==> src/rtl/output_hold_driver_pkg.sv <==
// Shared definitions for the output hold driver: FSM state encoding,
// default minimum hold lengths and a small constant helper.
package output_hold_driver_pkg;

    // Two idle states hold the settled level; two hold states enforce the
    // minimum time a newly driven level must stay on the pin.
    typedef enum logic [1:0] {
        OFF_IDLE = 2'd0,
        ON_HOLD  = 2'd1,
        ON_IDLE  = 2'd2,
        OFF_HOLD = 2'd3
    } state_t;

    localparam int unsigned DEFAULT_MIN_ON_CYCLES  = 2_000_000;
    localparam int unsigned DEFAULT_MIN_OFF_CYCLES = 2_000_000;

    // Larger of two cycle counts; sizes the shared hold counter.
    function automatic int unsigned max_u(input int unsigned a, input int unsigned b);
        return (a > b) ? a : b;
    endfunction

endpackage

==> src/rtl/output_hold_driver_if.sv <==
// Request / drive bundle of the output hold driver.
//
// Handshake: there is no valid/ready pair. req is a level, sampled on every
// rising clk edge; drive, busy and changed are registered levels that are
// valid in every cycle. state is a debug copy of the FSM state register.
interface output_hold_driver_if;
    import output_hold_driver_pkg::*;

    logic   req;
    logic   drive;
    logic   busy;
    logic   changed;
    state_t state;

    // Requester side: supplies req, observes the driven level.
    modport master (
        output req,
        input  drive,
        input  busy,
        input  changed,
        input  state
    );

    // Driver side: consumes req, produces the registered outputs.
    modport slave (
        input  req,
        output drive,
        output busy,
        output changed,
        output state
    );

endinterface

==> src/rtl/output_hold_driver_hold_timer.sv <==
// hold_timer: up-counter for the minimum-hold windows. Cleared to 0
// synchronously (clear_n low), counts while enabled, and saturates at
// FINAL_VALUE so it can never wrap inside a window.
module hold_timer #(
    parameter int unsigned WIDTH       = 1,
    parameter int unsigned FINAL_VALUE = 1
) (
    input  logic             clk,
    input  logic             clear_n,
    input  logic             en,
    output logic [WIDTH-1:0] count,
    output logic             done
);

    localparam logic [WIDTH-1:0] FINAL = WIDTH'(FINAL_VALUE);

    logic [WIDTH-1:0] count_q;

    // Counter register: clear wins, then count up until FINAL is reached.
    always_ff @(posedge clk) begin
        if (!clear_n) begin
            count_q <= '0;
        end else if (en && (count_q != FINAL)) begin
            count_q <= count_q + 1'b1;
        end
    end

    assign count = count_q;
    assign done  = (count_q == FINAL);

endmodule

==> src/rtl/output_hold_driver.sv <==
// output_hold_driver: drives an off-chip level (relay, LED, actuator) from a
// clean request, guaranteeing each new level stays put for a minimum number
// of cycles. Request changes inside a hold window are ignored except for the
// value seen in the window's final cycle.
module output_hold_driver
    import output_hold_driver_pkg::*;
#(
    parameter int unsigned MIN_ON_CYCLES  = DEFAULT_MIN_ON_CYCLES,
    parameter int unsigned MIN_OFF_CYCLES = DEFAULT_MIN_OFF_CYCLES
) (
    input  logic                 clk,
    input  logic                 reset_n,
    output_hold_driver_if.slave  bus
);

    localparam int unsigned MAX_CYCLES = max_u(MIN_ON_CYCLES, MIN_OFF_CYCLES);
    localparam int unsigned CNT_W      = $clog2(MAX_CYCLES);
    localparam logic [CNT_W-1:0] ON_LAST  = CNT_W'(MIN_ON_CYCLES - 1);
    localparam logic [CNT_W-1:0] OFF_LAST = CNT_W'(MIN_OFF_CYCLES - 1);

    state_t           state;
    state_t           next_state;
    logic [CNT_W-1:0] count;
    logic             done;
    logic             hold_end;
    logic             in_hold;
    logic             timer_clear_n;
    logic             drive_q;
    logic             busy_q;
    logic             changed_q;

    // One shared counter times both windows; it saturates at the longer one.
    hold_timer #(
        .WIDTH       (CNT_W),
        .FINAL_VALUE (MAX_CYCLES - 1)
    ) u_hold_timer (
        .clk     (clk),
        .clear_n (timer_clear_n),
        .en      (in_hold),
        .count   (count),
        .done    (done)
    );

    // Next-state logic and timer control.
    always_comb begin
        next_state    = state;
        hold_end      = 1'b0;
        in_hold       = (state == ON_HOLD) || (state == OFF_HOLD);
        case (state)
            OFF_IDLE: begin
                if (bus.req) next_state = ON_HOLD;
            end
            ON_HOLD: begin
                // done can only be reached here if ON is the longer window.
                hold_end = done || (count == ON_LAST);
                if (hold_end) next_state = bus.req ? ON_IDLE : OFF_HOLD;
            end
            ON_IDLE: begin
                if (!bus.req) next_state = OFF_HOLD;
            end
            OFF_HOLD: begin
                hold_end = done || (count == OFF_LAST);
                if (hold_end) next_state = bus.req ? ON_HOLD : OFF_IDLE;
            end
            default: next_state = OFF_IDLE;
        endcase
        // Keep counting only while staying in the same hold state; any entry
        // into a hold, any idle cycle and reset restart it from 0.
        timer_clear_n = reset_n && in_hold && (next_state == state);
    end

    // State and output registers; outputs are decoded from the next state so
    // they line up with the state register and carry no path from req.
    always_ff @(posedge clk) begin
        if (!reset_n) begin
            state     <= OFF_IDLE;
            drive_q   <= 1'b0;
            busy_q    <= 1'b0;
            changed_q <= 1'b0;
        end else begin
            state     <= next_state;
            drive_q   <= (next_state == ON_HOLD) || (next_state == ON_IDLE);
            busy_q    <= (next_state == ON_HOLD) || (next_state == OFF_HOLD);
            changed_q <= (next_state != state) &&
                         ((next_state == ON_HOLD) || (next_state == OFF_HOLD));
        end
    end

    assign bus.drive   = drive_q;
    assign bus.busy    = busy_q;
    assign bus.changed = changed_q;
    assign bus.state   = state;

endmodule

==> src/flat_wrapper.sv <==
// flat-port wrapper written by rule: the top's interface ports become plain ports
module output_hold_driver_flat import output_hold_driver_pkg::*;
#(
    parameter int unsigned MIN_ON_CYCLES  = DEFAULT_MIN_ON_CYCLES,
    parameter int unsigned MIN_OFF_CYCLES = DEFAULT_MIN_OFF_CYCLES
)
  (clk, reset_n, bus_req, bus_drive, bus_busy, bus_changed, bus_state);
  output_hold_driver_if bus_i ();
  input  logic clk;
  input  logic reset_n;
  input wire logic [$bits(bus_i.req)-1:0] bus_req;
  output wire logic [$bits(bus_i.drive)-1:0] bus_drive;
  output wire logic [$bits(bus_i.busy)-1:0] bus_busy;
  output wire logic [$bits(bus_i.changed)-1:0] bus_changed;
  output wire logic [$bits(bus_i.state)-1:0] bus_state;
  assign bus_i.req = bus_req;
  assign bus_drive = bus_i.drive;
  assign bus_busy = bus_i.busy;
  assign bus_changed = bus_i.changed;
  assign bus_state = bus_i.state;
  output_hold_driver #(.MIN_ON_CYCLES(MIN_ON_CYCLES), .MIN_OFF_CYCLES(MIN_OFF_CYCLES)) u_core (.clk(clk), .reset_n(reset_n), .bus(bus_i));
endmodule
==> config.mk <==
export PLATFORM = sky130hd
export DESIGN_NAME = output_hold_driver_flat
export DESIGN_NICKNAME = d
export VERILOG_FILES = /design/src/rtl/output_hold_driver_pkg.sv /design/src/rtl/output_hold_driver_if.sv /design/src/rtl/output_hold_driver_hold_timer.sv /design/src/rtl/output_hold_driver.sv /design/src/flat_wrapper.sv
export SDC_FILE = /design/constraint.sdc
export NUM_CORES = 1
export LEC_CHECK = 0
export ABC_CLOCK_PERIOD_IN_PS = 3200
export BUFFER_PORTS_ARGS = -buffer_cell sky130_fd_sc_hd__buf_2
export CAP_MARGIN = 20
export CORE_MARGIN = 1
export CORE_UTILIZATION = 61
export DETAILED_ROUTE_END_ITERATION = 16
export PLACE_DENSITY = 0.8
export SLEW_MARGIN = 20
export SYNTH_ARGS = -nofsm -noshare
export SYNTH_HDL_FRONTEND = slang
export SYNTH_SLANG_ARGS = --single-unit
export TNS_END_PERCENT = 1
==> constraint.sdc <==
create_clock -name clk -period 3.2 [get_ports clk]
set_input_delay 0.64 -clock clk [delete_from_list [all_inputs] [get_ports clk]]
set_output_delay 0.64 -clock clk [all_outputs]
set_load 0.1 [all_outputs]
**Word-level counts from Yosys, hierarchy flattened**

Index checks and enable logic that the tools add are counted.

- Flip-flop bits (word level): 26
- Input port bits: 3
- Output and inout bits: 5
- Logic and storage cells: 31

- Add/subtract/negate cells: 1
- Eq/ne operators: 10
- Multiplexer cells: 7
- Reductions and logical operators: 8

Operator list:

| cell | number |
|---|---|
| adder 21 x 1 -> 21 bit, second input constant | 1 |
| == test 21 bit, second input constant | 1 |
| inequality test 21 bit, second input constant | 1 |
| == test 2 bit, second input constant | 4 |
| two-way mux 2 bit | 4 |
| case mux 2 bit (4 select lines) | 1 |
| == test 2 x 1 -> 1 bit, second input constant | 2 |
| logical AND 1 bit | 4 |
| logical OR 1 bit | 3 |
| == test 2 bit | 1 |
| zero test 2 bit | 1 |
| two-way mux 1 bit | 2 |
| inequality test 2 bit | 1 |

**Logic depth before layout (Yosys ltp)**

Gate-level depths: netlist of the first run.

- Depth after elaboration: 6
- Depth in mapped cells: 7
- Mapped depth without buffers: 5

**Modules after synthesis**

A second synthesis of the first run with hierarchy kept.

- Cells, all modules: 172
- Area total of the unflattened synthesis: 1468.9 sq um

By module, submodules not included:

| module | instances | cells an instance | area an instance (sq um) |
|---|---|---|---|
| hold_timer | 1 | 133 | 1129.8 |
| output_hold_driver | 1 | 39 | 339.1 |

**Worst setup path after synthesis of the first run**

No wires, ideal clock.

- Kind: register -> register
- Start point: register u_core.u_hold_timer.count_q[0] (netlist: u_core.u_hold_timer.count[0])
- End point: register u_core.u_hold_timer.count_q[20] (netlist: u_core.u_hold_timer.count[20])
- Arrival: 1895 ps
- Required time: 3126 ps
- Slack: 1231 ps
- Cell stages (with the launch flop): 7
- Period minus slack after synthesis: 1969 ps
- Cells stage by stage: dfxtp_1 -> ha_1 -> nand3_1 -> or4_1 -> buf_2 -> or4_1 -> a21oi_1

- Cells in the longest elaborated chain, start to end: 5
- Elaborated cells on any way between the ends: 9
- Classes of those cells: add/sub: 1; eq/ne: 3; mux: 3; reduce/logical: 2

Ends and longest elaborated chain:

| what | line | text |
|---|---|---|
| start: declaration | output_hold_driver_hold_timer.sv:17 | `logic [WIDTH-1:0] count_q;` |
| start signal: assignment | output_hold_driver_hold_timer.sv:24 | `count_q <= count_q + 1'b1;` |
| == test 21 bit | output_hold_driver_hold_timer.sv:29, output_hold_driver.sv:55, output_hold_driver.sv:62 |  |
| two-way mux 2 bit (on tied branches) | output_hold_driver.sv:63, output_hold_driver.sv:56 |  |
| case mux 2 bit (4 select lines) | output_hold_driver.sv:49 | `case (state)` |
| == test 2 bit | output_hold_driver.sv:69 | `timer_clear_n = reset_n && in_hold && (next_state == state);` |
| logical AND 1 bit | output_hold_driver.sv:69 |  |

Several ways; a longest one is shown, not always the timed one.
A chain may end at the register's enable or synchronous reset.

**Worst setup path in the final report of the first run**

Ends and elaborated chain as after synthesis.

==> metrics.txt, run 1 <==
status finished clean; Least-Margin Pin Slew around 0.49 ns; # clock sinks 26; critical path startpoint category flop; vias in the first global route ~860; setup bufs post-CTS 0; Slew Viols, Final 0; final antenna-violating net count 0; min cycle time layout between 2 and 2.5 ns; Pint 463 uW; htree depth 1; Peak VDD IR between 0.0002 and 0.0003 V; Critical Path RT 3.46 ns; total negative setup slack 0 ns; GPL Wtd Cong 0.804; critical path cell sequence ha_1 > nand3_1 > or4_1 > or4_1 > a21oi_1; initial antenna violation count 0; ant diodes 0; Mapped Avg Cell Area 8.57 um^2; root buffer cell clkbuf_4; Setup violations, final 0; Hold Path Origin u_core.u_hold_timer.count[19]; leak pwr 0.405 nW; worst-path fanout max 9; DRT Pass-1 Iters 4; sequential share of power between 50% and 60%; slowest CP cell or4_1; Starting Density about 66%; layout cells sized above 1 between 10% and 20%; final net count 146; P_sw ~140 uW; Rel. slew slack between 60 and 70%; PwrDens approximately 480 mW/mm^2; critical path class reg -> reg; Hold Vio Cnt, Final 0; final wirelength 2.01 mm; Remaining DRCs 0; First DRT Iteration DRCs 19; Cells after Synth ~130; Skew-Pair Late Insertion Delay approximately 0.32 ns; register area share after synthesis a little under half; most used cell along the critical path or4_1; Logic pwr share approximately 7.5%; via count 972; CTS buffer count 3; leading cell type in the layout, fill and taps excluded dfxtp_1; critical path endpoint category flop; I/O pin count 8; fin crit share between 60% and 70%; area grow syn2layout 9.15%; Hold Path Class reg -> reg; post-synthesis net count between 100 and 150; wire per inst about 12 um; Worst path max stage delay 0.68 ns; RSZ-0062 raised after global routing false; total grt overflow 0; cell area after placement between 0.001 and 0.0015 mm^2; Unique masters post-synth 29; crit path from u_core.u_hold_timer.count[0]; CTS tree built; Cell Rows 15; Die W around 45 um; worst path arrival time around 2.4 ns; gr usage total approximately 22%; final instance area 0.00125 mm^2; Switching Fraction between 20% and 30%; Hold Buf Count CTS 0; Final Skew between 0.002 and 0.003 ns; Final Core Density between 70 and 80%; hold slack 0.492 ns; max cap viols 0; Clock Pin Slew Worst Setup and Hold Paths ~0.14 ns; Worst Setup Slack, final between 1 and 1.5 ns; dpl cells 162; #FFs+latches synth 26; pin count of the biggest net entering global routing 22; commonest non-fill, non-tap cells in the layout 26 x dfxtp_1, 16 x nor2_1, 10 x a21oi_1, 9 x nand3_1; RR Startpoint u_core.u_hold_timer.count[0]; worst slack, placed between 1 and 1.5 ns; Cell Area, Synth 0.00115 mm^2; power share of the clock group 37.1%; total power about 600 uW; die area between 0.002 and 0.0025 mm^2; post-cts resize count 0; Yosys Warn Count 0; clock tree buffer depth 2; core box area around 0.0017 mm^2; IO Port Bufs 7; Post-DP HPWL approximately 1.4 mm; Layout Cells excl Fill between 150 and 200; post-DR vias/cell roughly 6; chip height around 45 um; first-pass GRT wire length ~3.4 mm; f_max between 400 and 500 MHz
-- registers in the layout, summed over array words and instances (netlist names) --
| register | flops |
|---|---|
| u_core.u_hold_timer.count | 21 |
| u_core.bus.changed | 1 |
| u_core.bus.busy | 1 |
| u_core.bus.drive | 1 |
| u_core.bus.state | 2 |
-- power by group through the flow --
| stage | combinational, mW | sequential [mW] | clock [mW] |
|---|---|---|---|
| after floorplan | 0.00995 | 0.365 | 0 |
| after global placement | 0.0447 | 0.339 | 0 |
| after detailed placement | 0.0454 | 0.339 | 0 |
| after CTS | 0.0454 | 0.332 | 0.226 |
| after global routing | 0.0473 | 0.333 | 0.239 |
| final | 0.0450 | 0.332 | 0.222 |
-- worst max-delay path: cells and delay by family (launching register included) --
family	cells	cell delay, ns
and+or+nand+nor	3	1.34
DFF	1	0.40
adders and majority gates	1	0.22
AOI/OAI and AO/OA	1	0.15
-- cell type report --
type | instances | area, um^2
clock buffer | 3 | 22.5
clock inverter | 1 | 30.0
fill | 135 | 492
inverter | 6 | 22.5
multi-input combinational | 97 | 584
sequential | 26 | 520
tap | 25 | 31.3
timing repair buffer | 8 | 42.5
-- cell usage after synthesis --
cell type   n  area, um^2
and4_1      2        17.5
nor3_1      3        15.0
nor2_1     16        60.1
clkbuf_1    3        11.3
nand3_2     1        10.0
or3_1       3        18.8
nand4_1     3        18.8
a211oi_1    1        7.51
xnor2_1     8        70.1
o21ai_0     7        35.0
nand3_1     9        45.0
buf_2       2        10.0
or4b_1      1        10.0
xor2_1      4        35.0
a21oi_1    10        50.1
mux2i_1     1        10.0
dfxtp_1    26         521
and3_1      3        18.8
o211ai_1    1        7.51
and3_2      1        7.51
nor4b_1     2        17.5
nand2_1     8        30.0
a31oi_1     2        12.5
or3_2       1        7.51
inv_1       6        22.5
a21o_1      1        7.51
or4_1       5        37.5
o31ai_1     3        22.5
ha_1        1        12.5
-- metal layers --
| layer | global-route usage [%] | part of all wire, % | vias up |
|---|---|---|---|
| met5 | 0 | 0 | - |
| met4 | 10.3 | 0.94 | 0 |
| met3 | 3.57 | 2.6 | 4 |
| met2 | 40.9 | 51 | 14 |
| met1 | 25.2 | 45 | 461 |
| li1 | - | - | 493 |
-- worst paths after layout --
check	endpoint	slack, ns	depth (start not counted)
worst max-delay path	u_core.u_hold_timer.count[20]	1.03	5
worst min-delay path	u_core.u_hold_timer.count[19]	0.49	2
worst max register to register	u_core.u_hold_timer.count[20]	1.03	5
worst min register to register	u_core.u_hold_timer.count[19]	0.49	2
-- kinds of logic after synthesis --
kind of cell    share of synthesized area (%)
simple gates                             27.3
xor+xnor                                 9.15
flops                                    45.3
mux                                     0.871
compound gates                           12.4
buf+inv                                  3.81
fa+ha+maj                                1.09
No activity file was read; power rests on OpenSTA's default activity.
==> inputs of run 2 (changes only) <==
Settings changed: ABC_AREA set to 1, ABC_CLOCK_PERIOD_IN_PS 3200 to 2000, CORE_UTILIZATION 61 to 59, PLACE_DENSITY 0.8 to 0.77.
Clock period 3.2 ns to 2 ns, I/O delays scaled along.
==> run 2 against run 1 <==
Final area rose by 22%. Clock power is 64% higher. Clock skew increased by 0.0012 ns. Fmax is 24% higher. Synthesized cell count increased by 68%. Worst setup slack got worse by 0.79 ns. Core utilization decreased by 3.9 points. Sequential power increased by 59%. Sequential cell count unchanged. Combinational power rose by 93%. Largest power group unchanged.
==> metrics.txt, run 2 <==
status finished clean; Slew Viols, Final 0; setup bufs post-CTS 0; htree depth 1; first-pass GRT wire length around 5.3 mm; GPL Wtd Cong roughly 0.9; root buffer cell clkbuf_4; top post-synthesis cells by count 81 x nand2_1, 37 x nor2_1, 26 x dfxtp_1; vias in the first global route about 1,200; Unique masters post-synth 24; wire per inst about 12 um; Mapped Avg Cell Area ~6.4 um^2; Pint 743 uW; fin crit share between 80 and 90%; I/O pin count 8; min cycle time layout around 1.8 ns; f_max roughly 570 MHz; initial antenna violation count 0; post-cts resize count 0; First DRT Iteration DRCs 62; final net count about 240; total grt overflow 0; Skew-Pair Late Insertion Delay between 0.3 and 0.4 ns; post-synthesis xor/xnor area fraction approximately 5.5%; Clock Pin Slew Worst Setup and Hold Paths 0.15 ns; Final Skew between 0.003 and 0.004 ns; Most used DFF post-synth dfxtp_1; most common cell in the netlist nand2_1; Synth Area in Adders less than 1%; Post-synth EDFFs 0; Remaining DRCs 0; CTS buffer count 3; ys async rst share 0%; Rel. slew slack between 60 and 70%; area leader, netlist dfxtp_1; final antenna-violating net count 0; post-synthesis net count between 200 and 250; Setup violations, final 0; RSZ-0062 raised after global routing false; worst-path fanout max 21; Logic pwr share under 10%; clock tree buffer depth 2; Cell Area, Synth roughly 0.0014 mm^2; post-synthesis simple-gate area fraction a little over two fifths; area grow syn2layout 6.43%; sequential share of power 54.0%; critical path endpoint category flop; Yosys Warn Count 0; worst path arrival time roughly 2 ns; critical path startpoint category flop; max cap viols 0; core box area around 0.0023 mm^2; final instance area about 0.0015 mm^2; max reg flops 21; R2R setup slack roughly 0.25 ns; final wirelength about 3.1 mm; power share of the clock group a little under two fifths; Hold Buf Count CTS 0; Post-DP HPWL ~2.4 mm; mux cell area share after synthesis 0%; register area share after synthesis around 36%; Switching Fraction ~24%; worst slack, placed roughly 0.28 ns; # clock sinks 26; Layout fillers between 200 and 250; Cell Rows 17; leading cell type in the layout, fill and taps excluded nand2_1; top cells by area, synth dfxtp_1 36%, nand2_1 21%, nor2_1 9.7%, inv_1 5.5%, a21oi_1 5.2%; layout cells sized above 1 approximately 9.8%; ant diodes 0; Worst Setup Slack, final 0.246 ns; Starting Density between 60 and 70%; critical path class reg -> reg; Hold Path Class in -> reg; Cells after Synth between 200 and 250; total negative setup slack 0 ns; Final Core Density roughly two thirds; Least-Margin Pin Slew approximately 0.49 ns; CTS tree built; cell area after placement about 0.0015 mm^2; largest family of logic cells by synthesized area simple AND/OR/NAND/NOR gates; commonest non-fill, non-tap cells in the layout 81 x nand2_1, 37 x nor2_1, 26 x dfxtp_1, 21 x inv_1, 15 x a21oi_1; post-DR vias/cell approximately 5.3; P_sw ~240 uW; total power 980 uW; via count ~1,400; IO Port Bufs 7; Peak VDD IR between 0.0005 and 0.0006 V; DRT Pass-1 Iters 4; pin count of the biggest net entering global routing 22; Hold Vio Cnt, Final 0; gr usage total 27.3%; Yosys top cell area share a little over a third; Critical Path RT ~2.2 ns; leak pwr approximately 0.54 nW; PwrDens approximately 640 mW/mm^2; post-synthesis compound-gate area fraction around 5.9%; Die W between 50 and 60 um; chip height 51.4 um; #FFs+latches synth 26; die area 0.00264 mm^2
## run 2: critical path: stages, from the launching register on
cell and delay, ns:
dfxtp_1 0.38, ha_1 0.25, nand2_2 0.11, nor2_4 0.16
inv_2 0.06, nor2_2 0.08, nand3_2 0.09, nand2_2 0.08
inv_2 0.13, nand2_4 0.23, nor2_1 0.08
## run 2: final cells by class
class / count / area (um^2) / area share [%]
Inverter: 23 / 86.3 / 5.64
Clock inverter: 1 / 30.0 / 1.96
Sequential cell: 26 / 520 / 34.0
Multi-Input combinational cell: 172 / 787 / 51.4
Clock buffer: 3 / 22.5 / 1.47
Timing Repair Buffer: 9 / 50.0 / 3.27
Tap cell: 28 / 35.0 / 2.29
## run 2: per-stage QoR
| stage | std cells | hold WS, ns |
|---|---|---|
| after floorplan | 225 | 0.463 |
| after global placement | 258 | 0.482 |
| after detailed placement | 258 | 0.499 |
| after CTS | 262 | 0.320 |
| after global routing | 262 | 0.327 |
| final | 262 | 0.327 |
## run 2: worst paths after layout
kind,start,to,cells past startpoint
worst max-delay path,u_core.u_hold_timer.count[1],u_core.u_hold_timer.count[10],10
worst min-delay path,bus_req,u_core.bus.drive,3
worst max register to register,u_core.u_hold_timer.count[1],u_core.u_hold_timer.count[10],10
worst min register to register,u_core.u_hold_timer.count[20],u_core.u_hold_timer.count[20],2
## run 2: cell families after synthesis
logic type                 after synthesis
adders and majority gates                1
and+or+nand+nor                        145
buffers and inverters                   27
DFF                                     26
AOI/OAI and AO/OA                       17
xor gates and xnor gates                 9
## run 2: power by group through the flow
stage	sequential [mW]	combinational, mW	clock (mW)
floorplan	0.582	0.0335	0
global placement	0.540	0.0854	0
detailed placement	0.540	0.0869	0
CTS	0.529	0.0872	0.370
finish	0.529	0.0870	0.363
global route	0.530	0.0923	0.389
## run 2: layer usage
layer	up-vias	routed length (um)	share of wire (%)	GRT usage [%]
met1	637	1430	45	33.7
met3	2	112	3.6	3.87
li1	715	-	-	-
met5	-	0	0	0
met2	31	1590	51	47.8
met4	0	9	0.29	9.46
==> inputs of run 3 (changes only) <==
Settings changed: ABC_CLOCK_PERIOD_IN_PS 2000 to 1800.
Clock period 2 ns to 1.8 ns, I/O delays scaled along.
==> run 3 against run 2 <==
Cell count grew 0.38%. Highest routed layer unchanged. Largest cell class unchanged. Worst setup slack lost 0.11 ns. Final area shrank 0.24%. Critical endpoint is now u_core.u_hold_timer.count[6]. Critical path type unchanged. Clock power shrank 33%.
==> metrics.txt, run 3 (synthesis gave the netlist of run 2 again) <==
Layout Cells excl Fill 263; worst-path fanout max 21; layout cells sized above 1 a little over a tenth; GPL Wtd Cong 0.857; chip height approximately 51 um; root buffer cell clkbuf_4; hold slack ~0.29 ns; via count about 1,400; status finished clean; P_sw 252 uW; critical path class reg -> reg; worst path arrival time ~1.9 ns; setup bufs post-CTS 0; commonest non-fill, non-tap cells in the layout 81 x nand2_1, 36 x nor2_1, 26 x dfxtp_1, 21 x inv_1, 15 x a21oi_1; total power roughly 930 uW; Remaining DRCs 0; Least-Margin Pin Slew just under 0.5 ns; Final Core Density approximately 68%; Worst Setup Slack, final around 0.14 ns; Switching Fraction 27.1%; htree depth 1; First DRT Iteration DRCs 43; Die W roughly 51 um; ant diodes 0; Skew-Pair Late Insertion Delay 0.32 ns; cell area after placement roughly 0.0015 mm^2; pin count of the biggest net entering global routing 22; Hold Vio Cnt, Final 0; min cycle time layout 1.66 ns; DRT Pass-1 Iters 4; Starting Density between 60% and 70%; RSZ-0062 raised after global routing true; area grow syn2layout 6.17%; Final Skew 0.00233 ns; Pint between 600 and 700 uW; f_max 602 MHz; final wirelength a little over 3 mm; CTS tree built; # clock sinks 26; critical path startpoint category flop; Rel. slew slack approximately two thirds; Slew Viols, Final 0; Critical Path RT ~2 ns; max cap viols 0; initial antenna violation count 0; leak pwr approximately 0.54 nW; Logic pwr share between 10% and 20%; PwrDens between 600 and 700 mW/mm^2; core box area 0.00225 mm^2; total grt overflow 0; max reg flops 21; gr usage total 27.1%; critical path endpoint category flop; power share of the clock group a little over a quarter; fin crit share roughly 92%; final instance area 0.00153 mm^2; worst slack, placed approximately 0.14 ns; first-pass GRT wire length about 5.5 mm; sequential share of power 63.1%; IO Port Bufs 7; Peak VDD IR approximately 0.00062 V; CTS buffer count 3; Hold Path Class in -> reg; final antenna-violating net count 0; dpl cells between 200 and 300; Cell Rows 17; total negative setup slack 0 ns; wire per inst roughly 12 um; die area approximately 0.0026 mm^2; leading cell type in the layout, fill and taps excluded nand2_1; vias in the first global route roughly 1,300; Setup violations, final 0; Post-DP HPWL about 2.4 mm; Clock Pin Slew Worst Setup and Hold Paths about 0.13 ns; clock tree buffer depth 2; post-DR vias/cell 5.18; final net count between 200 and 250; I/O pin count 8
-- run 3: cell count changes in the layout (fill, tap and decap cells not counted), sizes merged --
cell,delta
buf,+2
bufinv,-1
-- run 3: cell type report --
cell class,count,area (um^2)
flip-flops and latches,26,520
well taps,28,35.0
clock buffers,3,22.5
repair buffers,11,65.1
inverters,23,86.3
fillers,222,727
multi-input cells,172,798
-- run 3: timing repair --
action | CTS | global route
hold buffers | 0 | 0
gates resized for setup | 0 | 2
endpoints found under the setup margin | 0 | 24
-- run 3: worst paths after layout --
check	start	endpoint	slack (ns)	cells after the start
max	u_core.u_hold_timer.count[1]	u_core.u_hold_timer.count[6]	0.14	10
min	bus_req	u_core.bus.drive	0.29	3
max reg2reg	u_core.u_hold_timer.count[1]	u_core.u_hold_timer.count[6]	0.14	10
min reg2reg	u_core.u_hold_timer.count[19]	u_core.u_hold_timer.count[19]	0.51	2
-- run 3: critical path: stages, from the launching register on --
cell and delay (ns):
dfxtp_1 0.35, ha_1 0.25, nand2_2 0.13, nor2_4 0.04, inv_2 0.06, nor2_2 0.03, nand3_2 0.08, nand2_2 0.06
inv_2 0.25, nand2_8 0.17, nor3_1 0.16
-- run 3: layer usage --
metal,up-vias,track usage [%],share of wire (%)
li1,712,-,-
met1,617,33.2,47
met2,29,48.3,47
met3,5,5.06,4.9
met4,0,6.76,1.0
met5,-,0,0
-- run 3: power groups by stage --
stage               clock network, mW  logic (mW)  registers, mW
finish                          0.245      0.0985          0.588
global route                    0.272       0.104          0.589
CTS                             0.247      0.0956          0.588
detailed placement                  0      0.0957          0.601
global placement                    0      0.0952          0.600
floorplan                           0      0.0373          0.647
